**config.mk**
```make
export PLATFORM = sky130hd
export DESIGN_NAME = sdf_flux_scheduler
export DESIGN_NICKNAME = d
export VERILOG_FILES = /design/src/rtl/sdf_sched_pkg.sv /design/src/rtl/sdf_rr_picker.sv /design/src/rtl/sdf_flux_scheduler.sv
export SDC_FILE = /design/constraint.sdc
export NUM_CORES = 1
export LEC_CHECK = 0
export BUFFER_PORTS_ARGS = -buffer_cell sky130_fd_sc_hd__buf_2
export CORE_AREA = 2 2 39 41
export CTS_CLUSTER_DIAMETER = 80
export DETAILED_ROUTE_END_ITERATION = 10
export DIE_AREA = 0 0 41 43
export GPL_TIMING_DRIVEN = 1
export SLEW_MARGIN = 20
export SYNTH_ARGS = -nofsm -noshare
export SYNTH_HDL_FRONTEND = slang
export SYNTH_SLANG_ARGS = --single-unit
```
**constraint.sdc**
```tcl
create_clock -name clk -period 1.88 [get_ports clk]
set_input_delay 0.376 -clock clk [delete_from_list [all_inputs] [get_ports clk]]
set_output_delay 0.376 -clock clk [all_outputs]
set_load 0.005 [all_outputs]
```
**src/rtl/sdf_sched_pkg.sv**
```systemverilog
// Shared types and helpers for the burst-locking SDF flux scheduler.
// Optional feature macro used by the top: SDF_SCHED_STARVE_MON_EN.
package sdf_sched_pkg;

  typedef enum logic {
    IDLE = 1'b0,
    LOCK = 1'b1
  } state_t;

  // Width of a flux index; a single flux still gets a one-bit tag.
  function automatic int tag_w(input int flux);
    return (flux > 1) ? $clog2(flux) : 1;
  endfunction

  // First set bit of req[0 +: flux] scanning ptr, ptr+1, ... and wrapping at flux.
  // Returns ptr when nothing is requested (caller qualifies with |req).
  // The loop runs downward so the candidate closest to ptr is written last.
  function automatic int rr_pick(input logic [31:0] req, input int ptr, input int flux);
    int idx;
    int pick;
    pick = ptr;
    for (int k = 31; k >= 0; k--) begin
      if (k < flux) begin
        idx = ptr + k;
        if (idx >= flux) idx = idx - flux;
        if (req[idx[4:0]]) pick = idx;
      end
    end
    return pick;
  endfunction

endpackage

```
**src/rtl/sdf_rr_picker.sv**
```systemverilog
// Combinational rotate-priority picker: first requesting flux at or after i_ptr.
module sdf_rr_picker
  import sdf_sched_pkg::*;
#(
  parameter int FLUX  = 2,
  parameter int TAG_W = 1
) (
  input  logic [FLUX-1:0]  i_req,
  input  logic [TAG_W-1:0] i_ptr,
  output logic             o_any,
  output logic [TAG_W-1:0] o_idx
);

  logic [31:0] w_req_ext;
  int          w_pick;

  assign w_req_ext = 32'(i_req);
  assign w_pick    = rr_pick(w_req_ext, int'(i_ptr), FLUX);
  assign o_any     = |i_req;
  assign o_idx     = w_pick[TAG_W-1:0];

endmodule

```
**src/rtl/sdf_flux_scheduler.sv**
```systemverilog
// Burst-locking round-robin scheduler: locks one flux for BURST firings,
// drives that flux's FIFO read strobes, and releases early after HOLD_MAX
// consecutive starved-input cycles. Full only backpressures, never releases.
// Define SDF_SCHED_STARVE_MON_EN to add per-flux wait counters, the starve
// flags, and starving-first selection in IDLE.
module sdf_flux_scheduler
  import sdf_sched_pkg::*;
#(
  parameter int  FLUX         = 2,
  parameter int  PORTS        = 2,
  parameter int  BURST        = 4,
  parameter int  HOLD_MAX     = 3,
  parameter int  STARVE_LIMIT = 16,
  localparam int TAG_W        = tag_w(FLUX)
) (
  input  logic                  clk,
  input  logic                  rst,
  input  logic [FLUX*PORTS-1:0] empty,
  input  logic                  full,
  output logic [FLUX*PORTS-1:0] read,
  output logic                  grant_valid,
  output logic [TAG_W-1:0]      grant_tag,
  output logic                  fire,
  output logic                  burst_done,
  output logic [FLUX-1:0]       starve
);

  localparam int BURST_W = (BURST > 1) ? $clog2(BURST) : 1;
  localparam int HOLD_W  = (HOLD_MAX > 1) ? $clog2(HOLD_MAX) : 1;

  genvar gi;

  state_t             r_state, w_state_next;
  logic [TAG_W-1:0]   r_cur, w_cur_next;
  logic [TAG_W-1:0]   r_rr_ptr, w_rr_next;
  logic [TAG_W-1:0]   w_cur_inc;
  logic [BURST_W-1:0] r_burst_cnt, w_burst_next;
  logic [HOLD_W-1:0]  r_stall_cnt, w_stall_next;
  logic [FLUX-1:0]    w_ready;
  logic [FLUX-1:0]    w_starve;
  logic [FLUX-1:0]    w_pick_req;
  logic [TAG_W-1:0]   w_pick_ptr, w_pick_idx;
  logic               w_pick_any, w_take, w_cur_ready;
  logic               w_fire, w_done;

  // A flux is ready when every one of its input FIFOs holds a token.
  generate
    for (gi = 0; gi < FLUX; gi++) begin : g_ready
      assign w_ready[gi] = ~|empty[gi*PORTS +: PORTS];
    end
  endgenerate

  assign w_cur_ready = w_ready[r_cur];
  assign w_cur_inc   = (r_cur == TAG_W'(FLUX - 1)) ? '0 : r_cur + 1'b1;
  assign w_take      = (r_state == IDLE) && w_pick_any && !full;

`ifdef SDF_SCHED_STARVE_MON_EN
  localparam int WAIT_W = $clog2(STARVE_LIMIT + 1);

  logic [FLUX-1:0] w_starve_req;

  generate
    for (gi = 0; gi < FLUX; gi++) begin : g_wait
      logic [WAIT_W-1:0] r_wait;
      // Count cycles flux gi is ready but not being served; its grant clears it.
      always_ff @(posedge clk) begin
        if (rst) begin
          r_wait <= '0;
        end else if (w_take && (w_pick_idx == TAG_W'(gi))) begin
          r_wait <= '0;
        end else if (w_ready[gi] && !((r_state == LOCK) && (r_cur == TAG_W'(gi)))
                     && (r_wait < WAIT_W'(STARVE_LIMIT))) begin
          r_wait <= r_wait + 1'b1;
        end
      end
      assign w_starve[gi] = (r_wait >= WAIT_W'(STARVE_LIMIT));
    end
  endgenerate

  // Starving ready fluxes pre-empt round-robin; lowest index wins among them.
  assign w_starve_req = w_starve & w_ready;
  assign w_pick_req   = (|w_starve_req) ? w_starve_req : w_ready;
  assign w_pick_ptr   = (|w_starve_req) ? '0 : r_rr_ptr;
`else
  assign w_starve   = '0;
  assign w_pick_req = w_ready;
  assign w_pick_ptr = r_rr_ptr;
`endif

  sdf_rr_picker #(
    .FLUX  (FLUX),
    .TAG_W (TAG_W)
  ) u_picker (
    .i_req (w_pick_req),
    .i_ptr (w_pick_ptr),
    .o_any (w_pick_any),
    .o_idx (w_pick_idx)
  );

  // Grant, burst and stall bookkeeping; fire is Mealy on the registered owner.
  always_comb begin
    w_state_next = r_state;
    w_cur_next   = r_cur;
    w_rr_next    = r_rr_ptr;
    w_burst_next = r_burst_cnt;
    w_stall_next = r_stall_cnt;
    w_fire       = 1'b0;
    w_done       = 1'b0;
    case (r_state)
      IDLE: begin
        if (w_take) begin
          w_cur_next   = w_pick_idx;
          w_burst_next = BURST_W'(BURST - 1);
          w_stall_next = '0;
          w_state_next = LOCK;
        end
      end
      LOCK: begin
        if (w_cur_ready && !full) begin
          w_fire       = 1'b1;
          w_stall_next = '0;
          if (r_burst_cnt == '0) begin
            w_done       = 1'b1;
            w_rr_next    = w_cur_inc;
            w_state_next = IDLE;
          end else begin
            w_burst_next = r_burst_cnt - 1'b1;
          end
        end else if (!w_cur_ready) begin
          // Inputs dried up: give up the grant after HOLD_MAX such cycles.
          if (r_stall_cnt == HOLD_W'(HOLD_MAX - 1)) begin
            w_rr_next    = w_cur_inc;
            w_state_next = IDLE;
          end else begin
            w_stall_next = r_stall_cnt + 1'b1;
          end
        end
      end
      default: w_state_next = IDLE;
    endcase
  end

  // State and counter registers.
  always_ff @(posedge clk) begin
    if (rst) begin
      r_state     <= IDLE;
      r_cur       <= '0;
      r_rr_ptr    <= '0;
      r_burst_cnt <= '0;
      r_stall_cnt <= '0;
    end else begin
      r_state     <= w_state_next;
      r_cur       <= w_cur_next;
      r_rr_ptr    <= w_rr_next;
      r_burst_cnt <= w_burst_next;
      r_stall_cnt <= w_stall_next;
    end
  end

  // Only the locked flux's ports are strobed, and only on a firing.
  generate
    for (gi = 0; gi < FLUX; gi++) begin : g_read
      assign read[gi*PORTS +: PORTS] = {PORTS{w_fire && (r_cur == TAG_W'(gi))}};
    end
  endgenerate

  assign grant_valid = (r_state == LOCK);
  assign grant_tag   = (r_state == LOCK) ? r_cur : '0;
  assign fire        = w_fire;
  assign burst_done  = w_done;
  assign starve      = w_starve;

endmodule

```
==> out/results.env, run 1 <==
DETAIL_ROUTE.FIRST_PASS.ITERATIONS=4
TRACK_USAGE_PCT=12.3
TOTAL_POWER_mW=0.365
CORE_AREA_MM2=0.00138
GLOBALROUTEOVERFLOWTOTAL=0
SYNTH-WARNING-COUNT=0
FINAL_NETS=86
CRIT_FANOUT=6
WORST-R2R-CELL-COUNT=5
DIE_AREA_MM2=0.00176
SYNTH_CELLS=57
STATUS='finished clean'
CRIT_CELLS=4
DP_HPWL_UM=741
POST_CTS_HOLD_BUFFER_COUNT=0
CRIT_PATH_START_KIND='flip-flop'
IO_BUFFERS=14
CP-ENDPOINT='read[2]'
IO-PIN-COUNT=17
SETUP.WORST_PATH.CLASS='flip-flop to output pin'
DETAIL_ROUTE.ITER0.VIOLATIONS=8
SLEW_VIOLS_FINAL=0
GRT_SETUP_UNREPAIRED='false'
REGISTER_CELL_AREA_AFTER_LAYOUT_UM2=141
CRIT_BUF_INV=1
PLACER_S_FINAL_ROUTABILITY_CONGESTION_ESTIMATE=0.741
VIAS=443
R2R_SETUP_SLACK_NS=0.49
WORST_EP_ARRIVAL_TIME_NS=1.36
RR_ENDPOINT='r_stall_cnt[0]'
SYNTH_AREA_UM2=487
PATH_CELLS='nor3b_4 -> o211a_4 -> and2_2 -> buf_2'
HOLD_PATH_CLASS='input port to flip-flop'
POWER-PER-CELL-AREA_mW_PER_MM2=598
ANTENNA_FOUND_INITIAL=0
GRT_MAX_DEGREE=11
POSTSYNTHREGISTERBITS=7
TIMING.MAX_CAP.VIOLATIONS=0
FINAL_ANTENNA_NET_COUNT=0
VIAS_PER_INSTANCE=4.82
GLOBAL_ROUTE_WIRE_LENGTH_BEFORE_REPAIR_MM=1.50
CRITICAL-PATH-TOP-DELAY-FAMILY='simple AND/OR/NAND/NOR gates'
CHIP_WIDTH_UM=41
SETUP.WORST_PATH.END_CLASS='output pin'
GRT_PASS1_VIAS=391
FIN_HOLD_VIOLS=0
MAX_FREQ_MHz=577
GLOBALROUTEMET3UTIL_PCT=1.57
PLACE_WORST_SETUP_SLACK_NS=0.247
ROW_COUNT=14
FINAL_MIN_PERIOD_OVER_CLOCK_PERIOD_PCT=92.2
SETUP-TNS-FINAL_NS=0
ANTENNA_CELLS_INSERTED=0
SYNTH_FLOP_CELL='sky130_fd_sc_hd__dfxtp_1'
SYNTHESIS.AREA_PER_INSTANCE_UM2=8.54
WORST_SLACK_NS=0.147
CTS.SINKS=7
SYNTHARSTFLOPSHARE_PCT=0
WIRE_PER_INST_UM=10.3
CP_SLOWEST_STAGE_DELAY_NS=0.37
CRIT-REG2REG-LAUNCH='r_cur'
FINALWIRELENGTH_UM=945
TIMING.CLOCK.SKEW_NS=0.000747
SETUP_VIOL_COUNT_FINAL=0
POST-ROUTE-UTIL_PCT=44.1
YOSYSUNIQUECELLTYPES=28
VDD_DROP_MAX_V=0.000303
INITIAL_UTILIZATION_PCT=35.2
CLOCKROOTBUFFER='sky130_fd_sc_hd__clkbuf_4'
MULTI_INPUT_COMB_AREA_UM2=289
NUMBER_OF_ENABLE_TYPE_REGISTER_CELLS_IN_THE_SYNTHESIZED_NETLIST=0
FP.DIEH_UM=43
GRT_USE_MET2_PCT=19.1
CTS-BUFFERS-INSERTED=3
MAX-CLOCK-PATH-BUFFERS=2
GRT.BUSIEST_LAYER='met2'
SEQ_AREA_FRAC_SYNTH_PCT=28.8
CLKTRANSATPATHREGS_NS=0.05
FINALWORSTPATHREQUIREDPERIOD_NS=1.73
MET1_USAGE_PCT=14.8
POST_ROUTE_CELLS_DRIVE_ABOVE_1_SHARE_PCT=40.8
SYNTHTOLAYOUTAREAGROWTH_PCT=25.4
WORSTPATHREQUIRED_NS=1.50
POWER.STATIC_LEAKAGE_nW=0.305
TIMING.CRITICAL_PATH.FROM='r_cur'
CTS_MAX_LEVEL=1
CLK_LATENCY_NS=0.25
TRITONCTS_CLOCK_TREE='built'
DRC_ERRORS=0
SLOWEST_STAGE='sky130_fd_sc_hd__dfxtp_2'
FILLERINSTANCES=151
what timing repair did:
item | in CTS | in global routing
gates resized for setup | 0 | 1
buffers inserted | 0 | 3
setup endpoints to repair | 0 | 5
worst reg2reg max path, stage by stage, from the launching register on:
cell                      delay (ns)
sky130_fd_sc_hd__dfxtp_2        0.34
sky130_fd_sc_hd__nor3b_4        0.17
sky130_fd_sc_hd__buf_4          0.13
sky130_fd_sc_hd__or3b_4         0.40
sky130_fd_sc_hd__o211a_1        0.16
sky130_fd_sc_hd__o22ai_1        0.13
layout by cell type, fill, tap and decap left out, drive strengths merged:
| cell | n |
|---|---|
| o311ai | 1 |
| and2b | 1 |
| o211a | 3 |
| a21oi | 2 |
| dfxtp | 7 |
| or3b | 1 |
| o21ai | 2 |
| o211ai | 1 |
| nor3b | 2 |
| and2 | 3 |
| a311oi | 1 |
| clkbuf | 4 |
| inv | 7 |
| a32oi | 1 |
| o22ai | 2 |
| nand2 | 1 |
| ha | 2 |
| nand3 | 5 |
| nor3 | 1 |
| o41ai | 1 |
| nor2 | 6 |
| conb | 2 |
| buf | 19 |
| a221oi | 1 |
registers in the layout, indices dropped and copies added, names as in the netlist:
register and flops:
r_cur 1, grant_valid 1, r_stall_cnt 2, r_rr_ptr 1
r_burst_cnt 2
cell families after synthesis:
kind of cell | Yosys count | synth area share [%]
other | 1 | 0.770
AO/OA/AOI/OAI | 15 | 26.2
flip-flops | 7 | 28.8
AND/OR/NAND/NOR | 20 | 26.5
buffers and inverters | 12 | 12.6
adder cells (fa/ha/maj) | 2 | 5.14
cell type report:
| class | count | area share (%) |
|---|---|---|
| Tap cell | 16 | 3.28 |
| Clock buffer | 4 | 4.30 |
| Multi-Input combinational cell | 39 | 47.3 |
| Sequential cell | 7 | 23.2 |
| Inverter | 7 | 4.30 |
| Timing Repair Buffer | 19 | 17.6 |
power breakdown:
| part | internal [mW] | switching [mW] |
|---|---|---|
| clock | 0.0809 | 0.0534 |
| combinational | 0.0299 | 0.0351 |
| sequential | 0.157 | 0.00821 |
| total | 0.268 | 0.0967 |
worst min-delay path by stage:
stage,from,to,slack [ns],depth (start not counted)
floorplan,r_rr_ptr,r_rr_ptr,0.44,2
global placement,r_stall_cnt[1],r_stall_cnt[1],0.46,2
detailed placement,r_rr_ptr,r_rr_ptr,0.47,2
CTS,rst,r_rr_ptr,0.36,2
global route,rst,r_rr_ptr,0.37,2
finish,rst,r_rr_ptr,0.37,2
routing by layer:
layer  share of wire, %  up-vias  routed length, um
li1                   -      237                  -
met1                 48      194                457
met2                 47       12                448
met3                4.0        0                 38
met4                  0        0                  0
met5                  0        -                  0
through the flow:
| stage | instance area [um^2] | hold WS [ns] | cells |
|---|---|---|---|
| after floorplan | 490 | 0.439 | 58 |
| after global placement | 561 | 0.463 | 85 |
| after detailed placement | 561 | 0.469 | 85 |
| after CTS | 587 | 0.361 | 89 |
| after global routing | 611 | 0.371 | 92 |
| final | 611 | 0.368 | 92 |
synth_stat cells, drive strengths merged (2+ instances only):
cell / n / area [um^2]
a21oi: 2 / 10.0
and2: 3 / 21.3
buf: 5 / 35.0
dfxtp: 7 / 140
ha: 2 / 25.0
inv: 7 / 26.3
nand3: 5 / 25.0
nor2: 6 / 22.5
nor3b: 2 / 26.3
o211a: 3 / 37.5
o21ai: 2 / 10.0
o22ai: 2 / 12.5
Power figures use the tool's default switching activity.
==> run 2, diff against run 1 <==
ABC_AREA = 0   (was unset)
PLACE_DENSITY = 0.7   (was unset)
==> out/results.env, run 2 (synthesized netlist as in run 1, its figures left out) <==
ANTENNA_FOUND_INITIAL=0  # unchanged
TIMING.CLOCK.SKEW_NS=0.00269  # was 0.000747 ns
POST_CTS_SETUP_BUFS=0  # unchanged
POST_CTS_HOLD_BUFFER_COUNT=0  # unchanged
SETUP-TNS-FINAL_NS=0  # unchanged
CORE_AREA_MM2=0.00138  # unchanged
WORSTPATHREQUIRED_NS=1.50  # about the same
FIN_HOLD_VIOLS=0  # unchanged
TOTAL_POWER_mW=0.359  # was 0.365 mW
CP_SLOWEST_STAGE_DELAY_NS=0.41  # was 0.37 ns
POWER-PER-CELL-AREA_mW_PER_MM2=613  # was 598 mW/mm^2
CRIT_PATH_START_KIND='flip-flop'  # unchanged
POST_ROUTE_CELLS_DRIVE_ABOVE_1_SHARE_PCT=37.0  # was 40.8%
HOLD_PATH_CLASS='input port to flip-flop'  # unchanged
GRT_MAX_DEGREE=11  # unchanged
MAX_SLEW.WORST_PIN.SLEW_NS=0.570
CRIT_FANOUT=6  # unchanged
PLACE.DETAILED.INSTANCES=84  # was 85
VDD_DROP_MAX_V=0.000339  # was 0.000303 V
CLKTRANSATPATHREGS_NS=0.05  # about the same
SETUP.WORST_PATH.END_CLASS='output pin'  # unchanged
FINAL_NETS=83  # was 86
CTS-RESIZED-GATES=0  # unchanged
DIE_AREA_MM2=0.00176  # unchanged
HOLD-PATH-ENDPOINT='r_rr_ptr'  # unchanged
PLACE_WORST_SETUP_SLACK_NS=0.238  # was 0.247 ns
DETAIL_ROUTE.ITER0.VIOLATIONS=9  # was 8
FILLERINSTANCES=150  # was 151
VIAS=463  # was 443
CTS-BUFFERS-INSERTED=3  # unchanged
SLEW_VIOLS_FINAL=0  # unchanged
RELSLEWSLACK_PCT=61.6
SYNTHTOLAYOUTAREAGROWTH_PCT=20.6  # was 25.4%
LAYOUT.CELL_AREA.NON_FILLER_UM2=587  # was 611 um^2
CRIT-REG2REG-LAUNCH='r_cur'  # unchanged
MOST-COMMON-LAYOUT-CELLS='sky130_fd_sc_hd__buf_2, sky130_fd_sc_hd__inv_1, sky130_fd_sc_hd__dfxtp_1'  # was sky130_fd_sc_hd__buf_2, sky130_fd_sc_hd__inv_1, sky130_fd_sc_hd__nor2_1, sky130_fd_sc_hd__dfxtp_1
DRC_ERRORS=0  # unchanged
GRT_PASS1_VIAS=363  # was 391
MAX-CLOCK-PATH-BUFFERS=2  # unchanged
PLACEMENT.CELL_AREA_UM2=553  # was 561 um^2
TRITONCTS_CLOCK_TREE='built'  # unchanged
FINAL_MIN_PERIOD_OVER_CLOCK_PERIOD_PCT=91.6  # was 92.2%
CRIT_BUF_INV=1  # unchanged
GLOBAL_ROUTE_WIRE_LENGTH_BEFORE_REPAIR_MM=1.42  # was 1.50 mm
FINALWORSTPATHREQUIREDPERIOD_NS=1.72  # was 1.73 ns
RR_ENDPOINT='r_stall_cnt[1]'  # was r_stall_cnt[0]
CLOCKROOTBUFFER='sky130_fd_sc_hd__clkbuf_4'  # unchanged
VIAS_PER_INSTANCE=5.20  # was 4.82
LAYOUT.CELLS.MOST_COMMON='sky130_fd_sc_hd__buf_2'  # unchanged
ROW_COUNT=14  # unchanged
IO_BUFFERS=14  # unchanged
MAX_FREQ_MHz=581  # was 577 MHz
CTS.SINKS=7  # unchanged
WORST_SLACK_NS=0.159  # was 0.147 ns
FINAL_ANTENNA_NET_COUNT=0  # unchanged
CLK_LATENCY_NS=0.25  # about the same
DETAIL_ROUTE.FIRST_PASS.ITERATIONS=4  # unchanged
SETUP_VIOL_COUNT_FINAL=0  # unchanged
IO-PIN-COUNT=17  # unchanged
ANTENNA_CELLS_INSERTED=0  # unchanged
WORST_EP_ARRIVAL_TIME_NS=1.35  # was 1.36 ns
SLOWEST_STAGE='sky130_fd_sc_hd__dfxtp_1'  # was sky130_fd_sc_hd__dfxtp_2
SETUP.WORST_PATH.CLASS='flip-flop to output pin'  # unchanged
FINAL-INSTANCE-COUNT-EXCL-FILL=89  # was 92
MIN_PATH_CELLS=2  # unchanged
FP.DIEH_UM=43  # unchanged
PLACER_S_FINAL_ROUTABILITY_CONGESTION_ESTIMATE=0.747  # was 0.741
REG.LARGEST.LIST='r_burst_cnt: 2 flops, r_stall_cnt: 2 flops'  # unchanged
GRT_SETUP_UNREPAIRED='false'  # unchanged
WIRE_PER_INST_UM=10.5  # was 10.3 um
INITIAL_UTILIZATION_PCT=35.2  # unchanged
PATH_CELLS='nor3b_4 -> o211a_4 -> and2_2 -> buf_2'  # unchanged
CHIP_WIDTH_UM=41  # unchanged
TIMING.MAX_CAP.VIOLATIONS=0  # unchanged
GLOBALROUTEOVERFLOWTOTAL=0  # unchanged
POST-ROUTE-UTIL_PCT=42.4  # was 44.1%
DP_HPWL_UM=754  # was 741 um
WORST-R2R-CELL-COUNT=5  # unchanged
CRITICAL-PATH-TOP-DELAY-FAMILY='flip-flops'  # was simple AND/OR/NAND/NOR gates
TRACK_USAGE_PCT=12.4  # was 12.3%
CRIT_CELLS=4  # unchanged
POWER.STATIC_LEAKAGE_nW=0.290  # was 0.305 nW
TIMING.HOLD.WORST.START='rst'  # unchanged
CTS_MAX_LEVEL=1  # unchanged
STATUS='finished clean'  # unchanged
HOLDWS_NS=0.376  # was 0.368 ns
R2R_SETUP_SLACK_NS=0.47  # was 0.49 ns
FINALWIRELENGTH_UM=932  # was 945 um
## run 2: cell count changes in the layout (fill, tap and decap cells not counted)
cell	delta
sky130_fd_sc_hd__buf_4	-3
sky130_fd_sc_hd__dfxtp_2	-1
sky130_fd_sc_hd__dfxtp_1	+1
## run 2: cell type report
class	instances	area, um^2	share of cell area [%]
clock buffers	4	26.3	4.48
inverters	7	26.3	4.48
multi-input cells	39	289	49.3
flip-flops and latches	7	140	23.9
well taps	16	20.0	3.41
repair buffers	16	85.1	14.5
## run 2: worst register-to-register path, cell delays in order (launching register included)
cell and delay (ns):
sky130_fd_sc_hd__dfxtp_1 0.35, sky130_fd_sc_hd__nor3b_4 0.17, sky130_fd_sc_hd__buf_4 0.14, sky130_fd_sc_hd__or3b_4 0.40, sky130_fd_sc_hd__o211a_1 0.15, sky130_fd_sc_hd__o22ai_1 0.12
## run 2: worst max-delay path by stage
stage / slack (ns) / endpoint / startpoint
finish: 0.16 / read[3] / r_cur
global route: 0.07 / read[2] / r_cur
CTS: 0.04 / read[3] / r_cur
detailed placement: 0.24 / read[3] / empty[3]
global placement: 0.27 / read[1] / empty[3]
floorplan: 0.40 / read[3] / empty[1]
## run 2: layer usage
layer	routed length, um	track usage (%)	vias up
li1	-	-	233
met1	431	13.9	210
met2	413	17.5	18
met3	83	6.28	2
met4	4	8.00	0
met5	0	0	-
## run 2: where the power goes
part           leakage, nW  switching [mW]  internal [mW]  total [mW]
combinational        0.218          0.0357         0.0276      0.0633
clock               0.0150          0.0503         0.0807       0.131
sequential          0.0572         0.00785          0.157       0.165
